==> src/rtl/y86_pkg.sv <==
// Shared Y86-64 definitions: icodes, status codes, register ids,
// memory-stage FSM states and the M pipeline register layout.
package y86_pkg;

  localparam logic [3:0] IHALT   = 4'h0;
  localparam logic [3:0] INOP    = 4'h1;
  localparam logic [3:0] IRRMOVQ = 4'h2;
  localparam logic [3:0] IIRMOVQ = 4'h3;
  localparam logic [3:0] IRMMOVQ = 4'h4;
  localparam logic [3:0] IMRMOVQ = 4'h5;
  localparam logic [3:0] IOPQ    = 4'h6;
  localparam logic [3:0] IJXX    = 4'h7;
  localparam logic [3:0] ICALL   = 4'h8;
  localparam logic [3:0] IRET    = 4'h9;
  localparam logic [3:0] IPUSHQ  = 4'hA;
  localparam logic [3:0] IPOPQ   = 4'hB;

  localparam logic [2:0] SAOK = 3'd1;
  localparam logic [2:0] SADR = 3'd2;
  localparam logic [2:0] SINS = 3'd3;
  localparam logic [2:0] SHLT = 3'd4;

  localparam logic [3:0] RNONE = 4'hF;

  typedef enum logic [1:0] {
    MS_IDLE,
    MS_ACCESS,
    MS_DONE
  } mem_state_e;

  typedef struct packed {
    logic [2:0]  stat;
    logic [3:0]  icode;
    logic        cnd;
    logic [63:0] val_e;
    logic [63:0] val_a;
    logic [3:0]  dst_e;
    logic [3:0]  dst_m;
  } m_reg_t;

  localparam m_reg_t M_BUBBLE = '{
    stat:  SAOK,
    icode: INOP,
    cnd:   1'b0,
    val_e: 64'd0,
    val_a: 64'd0,
    dst_e: RNONE,
    dst_m: RNONE
  };

  function automatic logic is_rd(input logic [3:0] ic);
    return (ic == IMRMOVQ) || (ic == IPOPQ) || (ic == IRET);
  endfunction

  function automatic logic is_wr(input logic [3:0] ic);
    return (ic == IRMMOVQ) || (ic == ICALL) || (ic == IPUSHQ);
  endfunction

  // Stack pops read through the old %rsp carried in valA.
  function automatic logic [63:0] sel_addr(
    input logic [3:0]  ic,
    input logic [63:0] val_e,
    input logic [63:0] val_a
  );
    return ((ic == IPOPQ) || (ic == IRET)) ? val_a : val_e;
  endfunction

  function automatic logic addr_bad(
    input logic [63:0] a,
    input logic [64:0] lim
  );
    return ({1'b0, a} + 65'd8) > lim;
  endfunction

endpackage

==> src/rtl/memory_stage_if.sv <==
// Request/acknowledge data-memory port between the M stage
// and the data memory.
interface memory_stage_if;
  logic        req;
  logic        we;
  logic [63:0] addr;
  logic [63:0] wdata;
  logic        ack;
  logic [63:0] rdata;

  modport master (
    output req, we, addr, wdata,
    input  ack, rdata
  );

  modport slave (
    input  req, we, addr, wdata,
    output ack, rdata
  );
endinterface

==> src/rtl/mem_access_fsm.sv <==
// Data-memory access sequencer: IDLE/ACCESS/DONE state, timeout
// counter, request drive and read-data capture.
module mem_access_fsm
  import y86_pkg::*;
#(
  parameter int TIMEOUT = 16
) (
  input  logic           clk,
  input  logic           rst,
  input  logic           start,
  input  logic           rd,
  input  logic           we,
  input  logic [63:0]    addr,
  input  logic [63:0]    wdata,
  memory_stage_if.master dmem,
  output logic           stall,
  output logic [63:0]    val_m,
  output logic           err
);

  localparam int CW = $clog2(TIMEOUT + 1);
  localparam logic [CW-1:0] LAST = CW'(TIMEOUT - 1);

  mem_state_e    state, state_n;
  logic [CW-1:0] cnt, cnt_n;
  logic [63:0]   val_m_n;
  logic          err_n;

  always_ff @(posedge clk or posedge rst) begin
    if (rst) begin
      state <= MS_IDLE;
      cnt   <= '0;
      val_m <= '0;
      err   <= 1'b0;
    end else begin
      state <= state_n;
      cnt   <= cnt_n;
      val_m <= val_m_n;
      err   <= err_n;
    end
  end

  // Outside ACCESS every edge reloads M, so the next state follows
  // the incoming instruction.
  always_comb begin
    state_n = state;
    cnt_n   = cnt;
    val_m_n = val_m;
    err_n   = err;
    unique case (state)
      MS_ACCESS: begin
        if (dmem.ack) begin
          state_n = MS_DONE;
          if (rd) val_m_n = dmem.rdata;
        end else if (cnt == LAST) begin
          state_n = MS_DONE;
          err_n   = 1'b1;
        end else begin
          cnt_n = cnt + 1'b1;
        end
      end
      default: begin
        state_n = start ? MS_ACCESS : MS_IDLE;
        cnt_n   = '0;
        err_n   = 1'b0;
      end
    endcase
  end

  assign stall      = (state == MS_ACCESS);
  assign dmem.req   = stall;
  assign dmem.we    = stall & we;
  assign dmem.addr  = stall ? addr : '0;
  assign dmem.wdata = (stall && we) ? wdata : '0;

endmodule

==> src/rtl/memory_stage.sv <==
// Y86-64 memory stage: M pipeline register, address/type select,
// bad-address check and status merge around the access FSM.
module memory_stage
  import y86_pkg::*;
#(
  parameter int MEM_BYTES = 8192,
  parameter int TIMEOUT   = 16
) (
  input  logic           clk,
  input  logic           rst,
  input  logic [2:0]     e_stat,
  input  logic [3:0]     e_icode,
  input  logic           e_Cnd,
  input  logic [63:0]    e_valE,
  input  logic [63:0]    e_valA,
  input  logic [3:0]     e_dstE,
  input  logic [3:0]     e_dstM,
  input  logic           M_bubble,
  output logic [3:0]     M_icode,
  output logic           M_Cnd,
  output logic [63:0]    M_valA,
  output logic [2:0]     m_stat,
  output logic [3:0]     m_icode,
  output logic [63:0]    m_valE,
  output logic [63:0]    m_valM,
  output logic [3:0]     m_dstE,
  output logic [3:0]     m_dstM,
  output logic           m_stall,
  memory_stage_if.master dmem
);

  localparam logic [64:0] LIM = 65'(MEM_BYTES);

  m_reg_t      m_r;
  m_reg_t      e_in;
  logic        e_go;
  logic        m_mem;
  logic        m_bad;
  logic        m_rd;
  logic        m_wr;
  logic [63:0] m_addr;
  logic        err;

  assign e_in = '{
    stat:  e_stat,
    icode: e_icode,
    cnd:   e_Cnd,
    val_e: e_valE,
    val_a: e_valA,
    dst_e: e_dstE,
    dst_m: e_dstM
  };

  always_ff @(posedge clk or posedge rst) begin
    if (rst) begin
      m_r <= M_BUBBLE;
    end else if (!m_stall) begin
      m_r <= M_bubble ? M_BUBBLE : e_in;
    end
  end

  // ACCESS entry is judged on what is about to be loaded.
  assign e_go = !M_bubble
             && (is_rd(e_icode) || is_wr(e_icode))
             && (e_stat == SAOK)
             && !addr_bad(sel_addr(e_icode, e_valE, e_valA), LIM);

  assign m_rd   = is_rd(m_r.icode);
  assign m_wr   = is_wr(m_r.icode);
  assign m_mem  = m_rd | m_wr;
  assign m_addr = sel_addr(m_r.icode, m_r.val_e, m_r.val_a);
  assign m_bad  = m_mem && (m_r.stat == SAOK) && addr_bad(m_addr, LIM);

  mem_access_fsm #(
    .TIMEOUT(TIMEOUT)
  ) u_fsm (
    .clk   (clk),
    .rst   (rst),
    .start (e_go),
    .rd    (m_rd),
    .we    (m_wr),
    .addr  (m_addr),
    .wdata (m_r.val_a),
    .dmem  (dmem),
    .stall (m_stall),
    .val_m (m_valM),
    .err   (err)
  );

  assign m_stat  = (m_bad || err) ? SADR : m_r.stat;
  assign M_icode = m_r.icode;
  assign M_Cnd   = m_r.cnd;
  assign M_valA  = m_r.val_a;
  assign m_icode = m_r.icode;
  assign m_valE  = m_r.val_e;
  assign m_dstE  = m_r.dst_e;
  assign m_dstM  = m_r.dst_m;

endmodule

==> src/flat_wrapper.sv <==
// flat-port wrapper written by rule: the top's interface ports become plain ports
module memory_stage_flat import y86_pkg::*;
#(
  parameter int MEM_BYTES = 8192,
  parameter int TIMEOUT   = 16
)
  (clk, rst, e_stat, e_icode, e_Cnd, e_valE, e_valA, e_dstE, e_dstM, M_bubble, M_icode, M_Cnd, M_valA, m_stat, m_icode, m_valE, m_valM, m_dstE, m_dstM, m_stall, dmem_req, dmem_we, dmem_addr, dmem_wdata, dmem_ack, dmem_rdata);
  memory_stage_if dmem_i ();
  input  logic clk;
  input  logic rst;
  input  logic [2:0] e_stat;
  input  logic [3:0] e_icode;
  input  logic e_Cnd;
  input  logic [63:0] e_valE;
  input  logic [63:0] e_valA;
  input  logic [3:0] e_dstE;
  input  logic [3:0] e_dstM;
  input  logic M_bubble;
  output logic [3:0] M_icode;
  output logic M_Cnd;
  output logic [63:0] M_valA;
  output logic [2:0] m_stat;
  output logic [3:0] m_icode;
  output logic [63:0] m_valE;
  output logic [63:0] m_valM;
  output logic [3:0] m_dstE;
  output logic [3:0] m_dstM;
  output logic m_stall;
  output wire logic [$bits(dmem_i.req)-1:0] dmem_req;
  output wire logic [$bits(dmem_i.we)-1:0] dmem_we;
  output wire logic [$bits(dmem_i.addr)-1:0] dmem_addr;
  output wire logic [$bits(dmem_i.wdata)-1:0] dmem_wdata;
  input wire logic [$bits(dmem_i.ack)-1:0] dmem_ack;
  input wire logic [$bits(dmem_i.rdata)-1:0] dmem_rdata;
  assign dmem_req = dmem_i.req;
  assign dmem_we = dmem_i.we;
  assign dmem_addr = dmem_i.addr;
  assign dmem_wdata = dmem_i.wdata;
  assign dmem_i.ack = dmem_ack;
  assign dmem_i.rdata = dmem_rdata;
  memory_stage #(.MEM_BYTES(MEM_BYTES), .TIMEOUT(TIMEOUT)) u_core (.clk(clk), .rst(rst), .e_stat(e_stat), .e_icode(e_icode), .e_Cnd(e_Cnd), .e_valE(e_valE), .e_valA(e_valA), .e_dstE(e_dstE), .e_dstM(e_dstM), .M_bubble(M_bubble), .M_icode(M_icode), .M_Cnd(M_Cnd), .M_valA(M_valA), .m_stat(m_stat), .m_icode(m_icode), .m_valE(m_valE), .m_valM(m_valM), .m_dstE(m_dstE), .m_dstM(m_dstM), .m_stall(m_stall), .dmem(dmem_i));
endmodule
==> config.mk <==
export PLATFORM = sky130hd
export DESIGN_NAME = memory_stage_flat
export DESIGN_NICKNAME = d
export VERILOG_FILES = /design/src/rtl/y86_pkg.sv /design/src/rtl/memory_stage_if.sv /design/src/rtl/mem_access_fsm.sv /design/src/rtl/memory_stage.sv /design/src/flat_wrapper.sv
export SDC_FILE = /design/constraint.sdc
export NUM_CORES = 1
export LEC_CHECK = 0
export ABC_AREA = 1
export BUFFER_PORTS_ARGS = -buffer_cell sky130_fd_sc_hd__buf_2
export CAP_MARGIN = 20
export CORE_AREA = 2 2 218 220
export CTS_CLUSTER_SIZE = 25
export DETAILED_ROUTE_END_ITERATION = 8
export DIE_AREA = 0 0 220 222
export PLACE_DENSITY = 0.73
export RECOVER_POWER = 25
export SLEW_MARGIN = 20
export SYNTH_ARGS = -nofsm -noshare
export SYNTH_HDL_FRONTEND = slang
export SYNTH_HIERARCHICAL = 1
export SYNTH_SLANG_ARGS = --single-unit
==> constraint.sdc <==
create_clock -name clk -period 12.8 [get_ports clk]
set_input_delay 1.92 -clock clk [delete_from_list [all_inputs] [get_ports clk]]
set_output_delay 1.92 -clock clk [all_outputs]
set_load 0.01 [all_outputs]
==> qor.csv, run 1 <==
metric;value;unit
fmax;122;MHz
post_cts_buffers;0;
fp.dieW;220;microns
netlist-cell-type-count;47;
dpl.cell_count;3549;
tns;0;ns
drt-pass1-iter-count;8;
hold_viol;0;
crit_required;10.88;ns
setup_viol;0;
r2r-start;u_core/u_fsm/state[0];
path_buf_inv;3;
worst_path_max_delay_cell;dfstp_1;
critPathTopFamily;simple AND/OR/NAND/NOR gates;
path_depth;19;
async_flop_share;100;%
grt_pass1_vias;17300;
cp_max_fo;64;
fin_crit;8.17;ns
clkPwrFrac;41.0;%
rsz0062_at_grt;false;
cp-startpoint;u_core/M_icode[0];
reg2reg_setup_slack;6.99;ns
crit_path_end_kind;output port;
overflow;0;
grt_pass1_wl;105000;microns
reg2reg_depth;7;
p_int;1.24;mW
gp_congestion;1.00;
synth_largest_area_cell;dfrtp_1;
final_cell_area;20000;sq um
die_y;222;microns
power;1.82;mW
drc;0;
synthTopCellsByArea;dfrtp_1 (30%), nand2_1 (14%), inv_1 (9.1%);
ys_seq_area_share;31.4;%
hp-class;reg2reg;
dieArea;48800;sq um
slew_violations;262;
hold_end;u_core/u_fsm/val_m[38];
hold_path_startpoint;u_core/u_fsm/val_m[38];
placementRows;79;
viasPerCell;5.09;
wl;71700;microns
arrival;6.25;ns
violations;max-capacitance violations, max-slew violations;
htreeDepth;1;
cts_tree;done;
cts_root_buf;clkbuf_16;
grt_start_max_net_pins;100;
ctsResizeCount;0;
synthCells;2615;
final_cell_mix;nand2_1 (655), buf_2 (551), inv_1 (414), nor2_1 (373), dfrtp_1 (206);
crit_path_max_incr_delay;1.55;ns
worstHoldPathCells;2;
syn_area_per_cell;6.61;sq um
finalNetCount;3186;
switching_share;31.7;%
core;46300;sq um
hpwl;56200;microns
syn_nets;2831;
synth_edf_count;0;
final_common_cell;nand2_1;
drive_gt1_share;26.2;%
avgRoutedWirePerCell;19.9;microns
clock_sinks;216;
irDropWorstVdd;90.9;uV
status;complete, but fails checks;
worst_pin_slew;4.03;ns
hold_buffers;0;
cts_buffers;26;
crit_chain;nand3_4 > buf_4 > o21ai_2 > nand2_1 > nor2_4 > nand2_1 > nor2_1 > nand3_1 > xor2_1 > clkinv_1 > nand2_1 > nor2_1 > nand2_1 > nor2_1 > nand3_1 > nand2_2 > nand2_2 > nor2_1 > buf_2;
powerDensity;90.9;nW/um^2
area_growth;15.7;%
ant_nets;0;
setup.worst_path.start_class;flop;
relSlewSlack;-170;%
insertion_delay;0.57;ns
vias;18300;
whs;0.482;ns
placed_cell_area;19200;sq um
antenna_found_initial;7;
clk_pin_slew;0.06;ns
finClkSkew;0.0131;ns
syn-cell-area;17300;sq um
drv_cap;4;
grt_usage;28.2;%
pwr-share-comb;18.4;%
io_buffers;554;
initial_core_util;37.3;%
cts_buffer_depth;3;
period_share;63.8;%
drtIter0Drc;1907;
r2r_end;u_core/M_valA[35];
io_pins;555;
switchingPower;0.577;mW
ys_seq_elements;216;
final_cells;3600;
synth_top_area_share;29.8;%
synth-main-ff-cell;dfrtp_1;
critical_path_class;reg2out;
power_frac_seq;40.6;%
yosys_warnings;6;
p_leak;10.6;nW
cells by family (layout without fill, tap and decap cells):
logic type,count (synthesis),count (layout),share of synthesized area [%]
AO/OA/AOI/OAI,326,326,12.2
XOR/XNOR,52,52,2.64
adder cells (fa/ha/maj),4,4,0.290
buffers and inverters,671,1044,19.6
flip-flops,216,216,31.4
other,0,5,0
AND/OR/NAND/NOR,1346,1346,33.9
state kept, by name (all words and copies together), names as in the netlist:
name	flops
u_core/M_valA	64
u_core/m_valE	64
u_core/u_fsm/val_m	64
u_core/u_fsm/cnt	5
u_core/M_icode	4
u_core/m_dstE	4
u_core/m_dstM	4
u_core/m_r	3
u_core/u_fsm/state	2
u_core/M_Cnd	1
u_core/u_fsm/err	1
power groups by stage:
| stage | registers, mW | logic [mW] | clock network [mW] |
|---|---|---|---|
| 2_1_floorplan | 0.735 | 0.225 | 0 |
| 3_3_place_gp | 0.749 | 0.327 | 0 |
| 3_5_place_dp | 0.749 | 0.328 | 0 |
| 4_1_cts | 0.737 | 0.329 | 0.756 |
| 5_1_grt | 0.740 | 0.363 | 0.785 |
| 6_report | 0.738 | 0.334 | 0.745 |
stage by stage:
step                      worst slack [ns]  utilization (%)
final                                 4.63             43.2
after global routing                  4.27             43.2
after CTS                             5.31             43.3
after detailed placement              5.93             41.5
after global placement                5.95             41.5
after floorplan                       7.03                -
layer usage:
layer / part of all wire, % / up-vias / global-route usage (%)
li1: - / 8699 / -
met1: 39 / 8483 / 35.2
met2: 48 / 971 / 47.5
met3: 9.1 / 163 / 6.01
met4: 4.0 / 4 / 10.3
met5: 0.020 / - / 0
synthesized netlist by cell type, drive strengths merged (2+ instances only):
cell type and n:
clkbuf 29, nor3 20, inv 426, clkinv 6, xor2 31, nand4 72
nand2 703, nor2 415, and2 2, xnor2 21, nand3 107, buf 210
dfrtp 206, o22a 8, a21oi 9, a31o 2, o22ai 32, o21ai 234
nand3b 8, a22o 38, o21bai 2, dfstp 10, or2 9, ha 4
nor4 9
area by class of cell:
cell class / instances / area (sq um)
sequential: 216 / 5420
fill: 4901 / 26300
timing repair buffer: 566 / 2850
antenna: 5 / 12.5
inverter: 432 / 1620
tap: 607 / 759
clock inverter: 9 / 131
multi-input combinational: 1728 / 8480
clock buffer: 37 / 712
worst reg2reg max path, stage by stage, from the launching register on:
cell and delay, ns:
dfrtp_1 0.38, inv_1 0.10, nor2_4 0.10, nor2_4 0.11
clkbuf_1 2.71, inv_2 1.33, buf_4 0.68, o21ai_0 0.32
worst max path at each step:
stage	endpoint	slack (ns)
2_1_floorplan	u_core/M_Cnd	7.03
3_3_place_gp	m_stat[0]	5.95
3_5_place_dp	m_stat[0]	5.93
4_1_cts	m_stat[0]	5.31
5_1_grt	m_stat[0]	4.27
6_report	m_stat[0]	4.63
(Power assumes the default switching activity.)
==> run 2, diff against run 1 <==
- CORE_AREA: 2 2 218 220 -> 2 2 217 219
- DIE_AREA: 0 0 220 222 -> 0 0 219 221
- PLACE_DENSITY: 0.73 -> 0.75
- clock period: 12.8 -> 7 ns (I/O delays scaled with it)
==> qor.csv, run 2 (synthesis gave the netlist of run 1 again) <==
metric;value;unit
status;complete, but fails checks;
violations;max-capacitance violations, max-slew violations;
drv_cap;5;
crit_chain;buf_4 > inv_1 > nor2_2 > nand3_1 > nand2_2 > ha_1 > nand2_1 > nor2_4 > nand2_1 > nor2_1 > xor2_1 > nand2_1 > nor2_1 > nand2_1 > nor2_1 > nand3_1 > nor2_1 > nand3_1 > nand2_2 > nand2_2 > nor2_1 > buf_2;
p_leak;10.6;nW
fp.dieW;219;microns
vias;18300;
crit_path_max_incr_delay;0.56;ns
cts_tree;done;
finalNetCount;3191;
hold_buffers;0;
io_buffers;554;
reg2reg_setup_slack;2.48;ns
drt-pass1-iter-count;6;
area_growth;16.2;%
arrival;5.20;ns
p_int;2.28;mW
wirelength_met1;27800;microns
rsz0062_at_grt;false;
setup.worst_path.start_class;flop;
drc;0;
core;46100;sq um
critical_path_class;reg2out;
hpwl;55700;microns
clk_pin_slew;0.06;ns
hold_viol;0;
grt_start_max_net_pins;115;
wl_met2;34300;microns
clock_sinks;216;
fmax;160;MHz
die_y;221;microns
initial_core_util;37.5;%
setup_viol;0;
critPathTopFamily;simple AND/OR/NAND/NOR gates;
cp_max_fo;31;
wl;71000;microns
pwr-share-comb;18.1;%
antenna_found_initial;14;
insertion_delay;0.57;ns
overflow;0;
power_frac_seq;40.2;%
switchingPower;1.07;mW
grt_pass1_vias;17400;
io_pins;555;
grt_pass1_wl;105000;microns
dieArea;48400;sq um
placementRows;79;
viasPerCell;5.07;
hold_path_startpoint;u_core/u_fsm/val_m[20];
path_buf_inv;3;
hp-class;reg2reg;
ctsResizeCount;0;
tns;0;ns
powerDensity;167;nW/um^2
slew_violations;311;
irDropWorstVdd;165;uV
avgRoutedWirePerCell;19.7;microns
final_cell_mix;nand2_1 (655), buf_2 (531), inv_1 (414), nor2_1 (374), dfrtp_1 (206);
post_cts_buffers;0;
crit_required;5.95;ns
htreeDepth;1;
grt_usage;28.2;%
cp-startpoint;u_core/M_icode[3];
maxUsedRoutingLayer;met5;
r2r-start;u_core/u_fsm/state[0];
cts_buffers;26;
ant_nets;0;
dr_wl_met3;5970;microns
relSlewSlack;-171;%
crit_top_cell;nor2_1;
switching_share;31.9;%
cts_root_buf;clkbuf_16;
drtIter0Drc;1993;
worst_pin_slew;4.04;ns
power;3.35;mW
finClkSkew;0.0232;ns
final_common_cell;nand2_1;
crit_path_end_kind;output port;
drive_gt1_share;26.0;%
worst_path_max_delay_cell;nor2_2;
gp_congestion;1.02;
fin_crit;6.25;ns
cts_buffer_depth;3;
period_share;89.2;%
clkPwrFrac;41.6;%
run 2: area by class of cell:
class                      instances  area [sq um]
clock inverter                    13           156
inverter                         432          1620
timing repair buffer             571          2880
multi-input combinational       1728          8500
sequential                       216          5420
antenna                            9          22.5
fill                            4942         26000
tap                              607           759
clock buffer                      35           714
run 2: worst reg2reg max path, stage by stage, from the launching register on:
cell and delay (ns):
dfrtp_1 0.36, inv_1 0.05, nor2_1 1.71, nor2_4 0.04, clkbuf_1 1.51, a22o_1 0.71
run 2: path summary, 6_finish.rpt:
path	endpoint	cells past startpoint
min in group asynchronous	u_core/M_Cnd	2
max in group asynchronous	u_core/m_valE[22]	3
worst max-delay path	m_stat[0]	22
worst min register to register	u_core/u_fsm/val_m[20]	2
worst min-delay path	u_core/u_fsm/val_m[20]	2
worst max register to register	u_core/m_valE[32]	5
run 2: routing by layer:
layer | track usage, % | vias up
met5 | 0 | -
met4 | 10.8 | 10
met3 | 5.11 | 167
met2 | 48.4 | 962
met1 | 35.1 | 8465
li1 | - | 8719
run 2: metrics by stage:
| step | worst slack (ns) | hold WS [ns] | instances | instance area, sq um | util (%) |
|---|---|---|---|---|---|
| finish | 0.753 | 0.482 | 3611 | 20100 | 43.6 |
| global route | 0.463 | 0.504 | 3610 | 20100 | 43.6 |
| detailed placement | 1.50 | 0.464 | 3554 | 19200 | 41.7 |
| global placement | 1.54 | 0.464 | 3554 | 19200 | 41.7 |
| CTS | 0.854 | 0.480 | 3602 | 20100 | 43.6 |
| floorplan | 2.10 | 0.462 | 2615 | 17300 | - |
run 2: power groups by stage:
stage	Sequential, mW	Clock [mW]	Combinational [mW]
floorplan	1.34	0	0.412
global placement	1.37	0	0.596
detailed placement	1.37	0	0.598
CTS	1.35	1.43	0.601
global route	1.35	1.47	0.663
finish	1.35	1.39	0.608
==> run 3, diff against run 2 <==
- ABC_AREA: 1 -> not set
- CORE_AREA: 2 2 217 219 -> 2 2 218 220
- DIE_AREA: 0 0 219 221 -> 0 0 220 222
- PLACE_DENSITY: 0.75 -> 0.72
==> qor.csv, run 3 <==
metric;value;unit
status;complete, but fails checks;
violations;max-capacitance violations, max-slew violations;
reg2reg_setup_slack;3.88;ns
dpl.cell_count;2743;
final_common_cell;buf_2;
reg2reg_depth;6;
slew_violations;151;
drv_cap;2;
fp.dieW;220;microns
worst_path_max_delay_cell;dfstp_2;
r2r_end;u_core/M_valA[57];
synthTopCellsByArea;dfrtp_1 (32%), a22o_1 (7.4%), buf_4 (7.0%);
post_cts_buffers;0;
grt_usage;30.0;%
tns;0;ns
crit_chain;and3b_4 > nand2_1 > nand2_1 > ha_1 > nand3_1 > nor4b_1 > a2bb2oi_1 > and2_1 > mux2_2 > a211oi_1 > o22ai_1 > nor4_1 > nand4_1 > a311o_1 > buf_2;
cts_buffer_depth;3;
relSlewSlack;-166;%
gp_congestion;0.966;
grt_pass1_vias;16000;
hold_end;u_core/m_dstM[2];
setup.worst_path.start_class;flop;
r2r-start;u_core/u_fsm/state[0];
ant_nets;0;
final_cells;2796;
setup_ws;0.471;ns
hold_path_startpoint;u_core/m_dstM[2];
fmax;153;MHz
grt_pass1_wl;109000;microns
worst_pin_slew;3.99;ns
hp-class;reg2reg;
finalNetCount;2381;
cts_buffers;27;
drive_gt1_share;32.3;%
crit_required;5.95;ns
synthCells;1806;
netlist-cell-type-count;76;
ys_seq_area_share;33.7;%
grt_start_max_net_pins;109;
async_flop_share;100;%
placed_cell_area;18200;sq um
viasPerCell;5.80;
powerDensity;180;nW/um^2
cts_tree;done;
htreeDepth;1;
clk_pin_slew;0.05;ns
area_growth;18.9;%
initial_core_util;34.7;%
syn-cell-area;16100;sq um
placementRows;79;
crit_path_max_incr_delay;0.64;ns
hold_viol;0;
overflow;0;
die_y;222;microns
nFillCells;4705;
p_leak;9.88;nW
avgRoutedWirePerCell;27.6;microns
dieArea;48800;sq um
ctsResizeCount;0;
irDropWorstVdd;197;uV
drtIter0Drc;1839;
worstHoldPathCells;2;
period_share;93.3;%
final_cell_area;19100;sq um
ys_seq_elements;216;
core;46300;sq um
synth_largest_area_cell;dfrtp_1;
cts_root_buf;clkbuf_16;
arrival;5.48;ns
clock_sinks;216;
synth_top_area_share;32.1;%
hold_buffers;0;
io_buffers;554;
antenna_found_initial;7;
regArea;5420;sq um
yosys_warnings;6;
power;3.43;mW
vias;16200;
setup_viol;0;
drt-pass1-iter-count;6;
rsz0062_at_grt;false;
wl;77200;microns
insertion_delay;0.56;ns
multi_input_area;8930;sq um
final_cell_mix;buf_2 (529), nand2_1 (222), dfrtp_1 (206), a22o_1 (135), and3_1 (94);
cp_max_fo;10;
synth_edf_count;0;
synth_common_cells;nand2_1 (222), dfrtp_1 (206), buf_4 (149), a22o_1 (135), and3_1 (94);
yosysMostFrequentCell;nand2_1;
critical_path_class;reg2out;
synth-main-ff-cell;dfrtp_1;
syn_nets;2022;
io_pins;555;
hpwl;60800;microns
post-place-ws;1.10;ns
drc;0;
final_util;41.3;%
finClkSkew;0.0163;ns
crit_top_cell;nand2_1;
crit_path_end_kind;output port;
fin_crit;6.53;ns
whs;0.487;ns
syn_area_per_cell;8.89;sq um
[run 3: power by group]
part / internal (mW) / leakage, nW / switching (mW)
combinational: 0.209 / 6.60 / 0.356
sequential: 1.30 / 2.83 / 0.100
clock: 0.893 / 0.457 / 0.573
total: 2.41 / 9.88 / 1.03
[run 3: layout make-up]
class | count | area share (%)
multi-input combinational | 1307 | 46.8
tap | 607 | 3.98
clock buffer | 38 | 4.12
clock inverter | 11 | 0.760
sequential | 216 | 28.4
inverter | 39 | 0.819
timing repair buffer | 574 | 15.1
antenna | 4 | 0.0524
[run 3: worst max path at each step]
stage | from | to | slack, ns | cells after the start
after floorplan | u_core/M_icode[3] | m_stat[0] | 1.19 | 20
after global placement | u_core/M_icode[0] | m_stat[1] | 1.25 | 15
after detailed placement | u_core/M_icode[0] | m_stat[1] | 1.10 | 15
after CTS | u_core/M_icode[0] | m_stat[1] | 0.49 | 15
after global routing | u_core/M_icode[0] | m_stat[1] | 0.16 | 15
final | u_core/M_icode[0] | m_stat[1] | 0.47 | 15
[run 3: kinds of logic after synthesis]
family	Yosys count	share of synthesized area, %
compound gates	308	14.7
xor+xnor	52	2.84
fa+ha+maj	4	0.312
buf+inv	283	10.6
flops	216	33.7
mux	166	12.4
simple gates	777	25.4
[run 3: worst max-delay path, delay by kind of cell, from the launching register on]
kind | cells | cell delay, ns
buffers and inverters | 1 | 0.18
DFF | 1 | 0.64
and+or+nand+nor | 8 | 2.16
adders and majority gates | 1 | 0.22
muxes | 1 | 0.36
AOI/OAI and AO/OA | 4 | 1.36
[run 3: routing by layer]
| metal | part of all wire [%] | track usage, % | vias up |
|---|---|---|---|
| met5 | 0.029 | 0 | - |
| met4 | 5.1 | 13.8 | 4 |
| met3 | 7.8 | 5.14 | 161 |
| met2 | 48 | 51.2 | 915 |
| met1 | 39 | 36.5 | 7937 |
| li1 | - | - | 7202 |
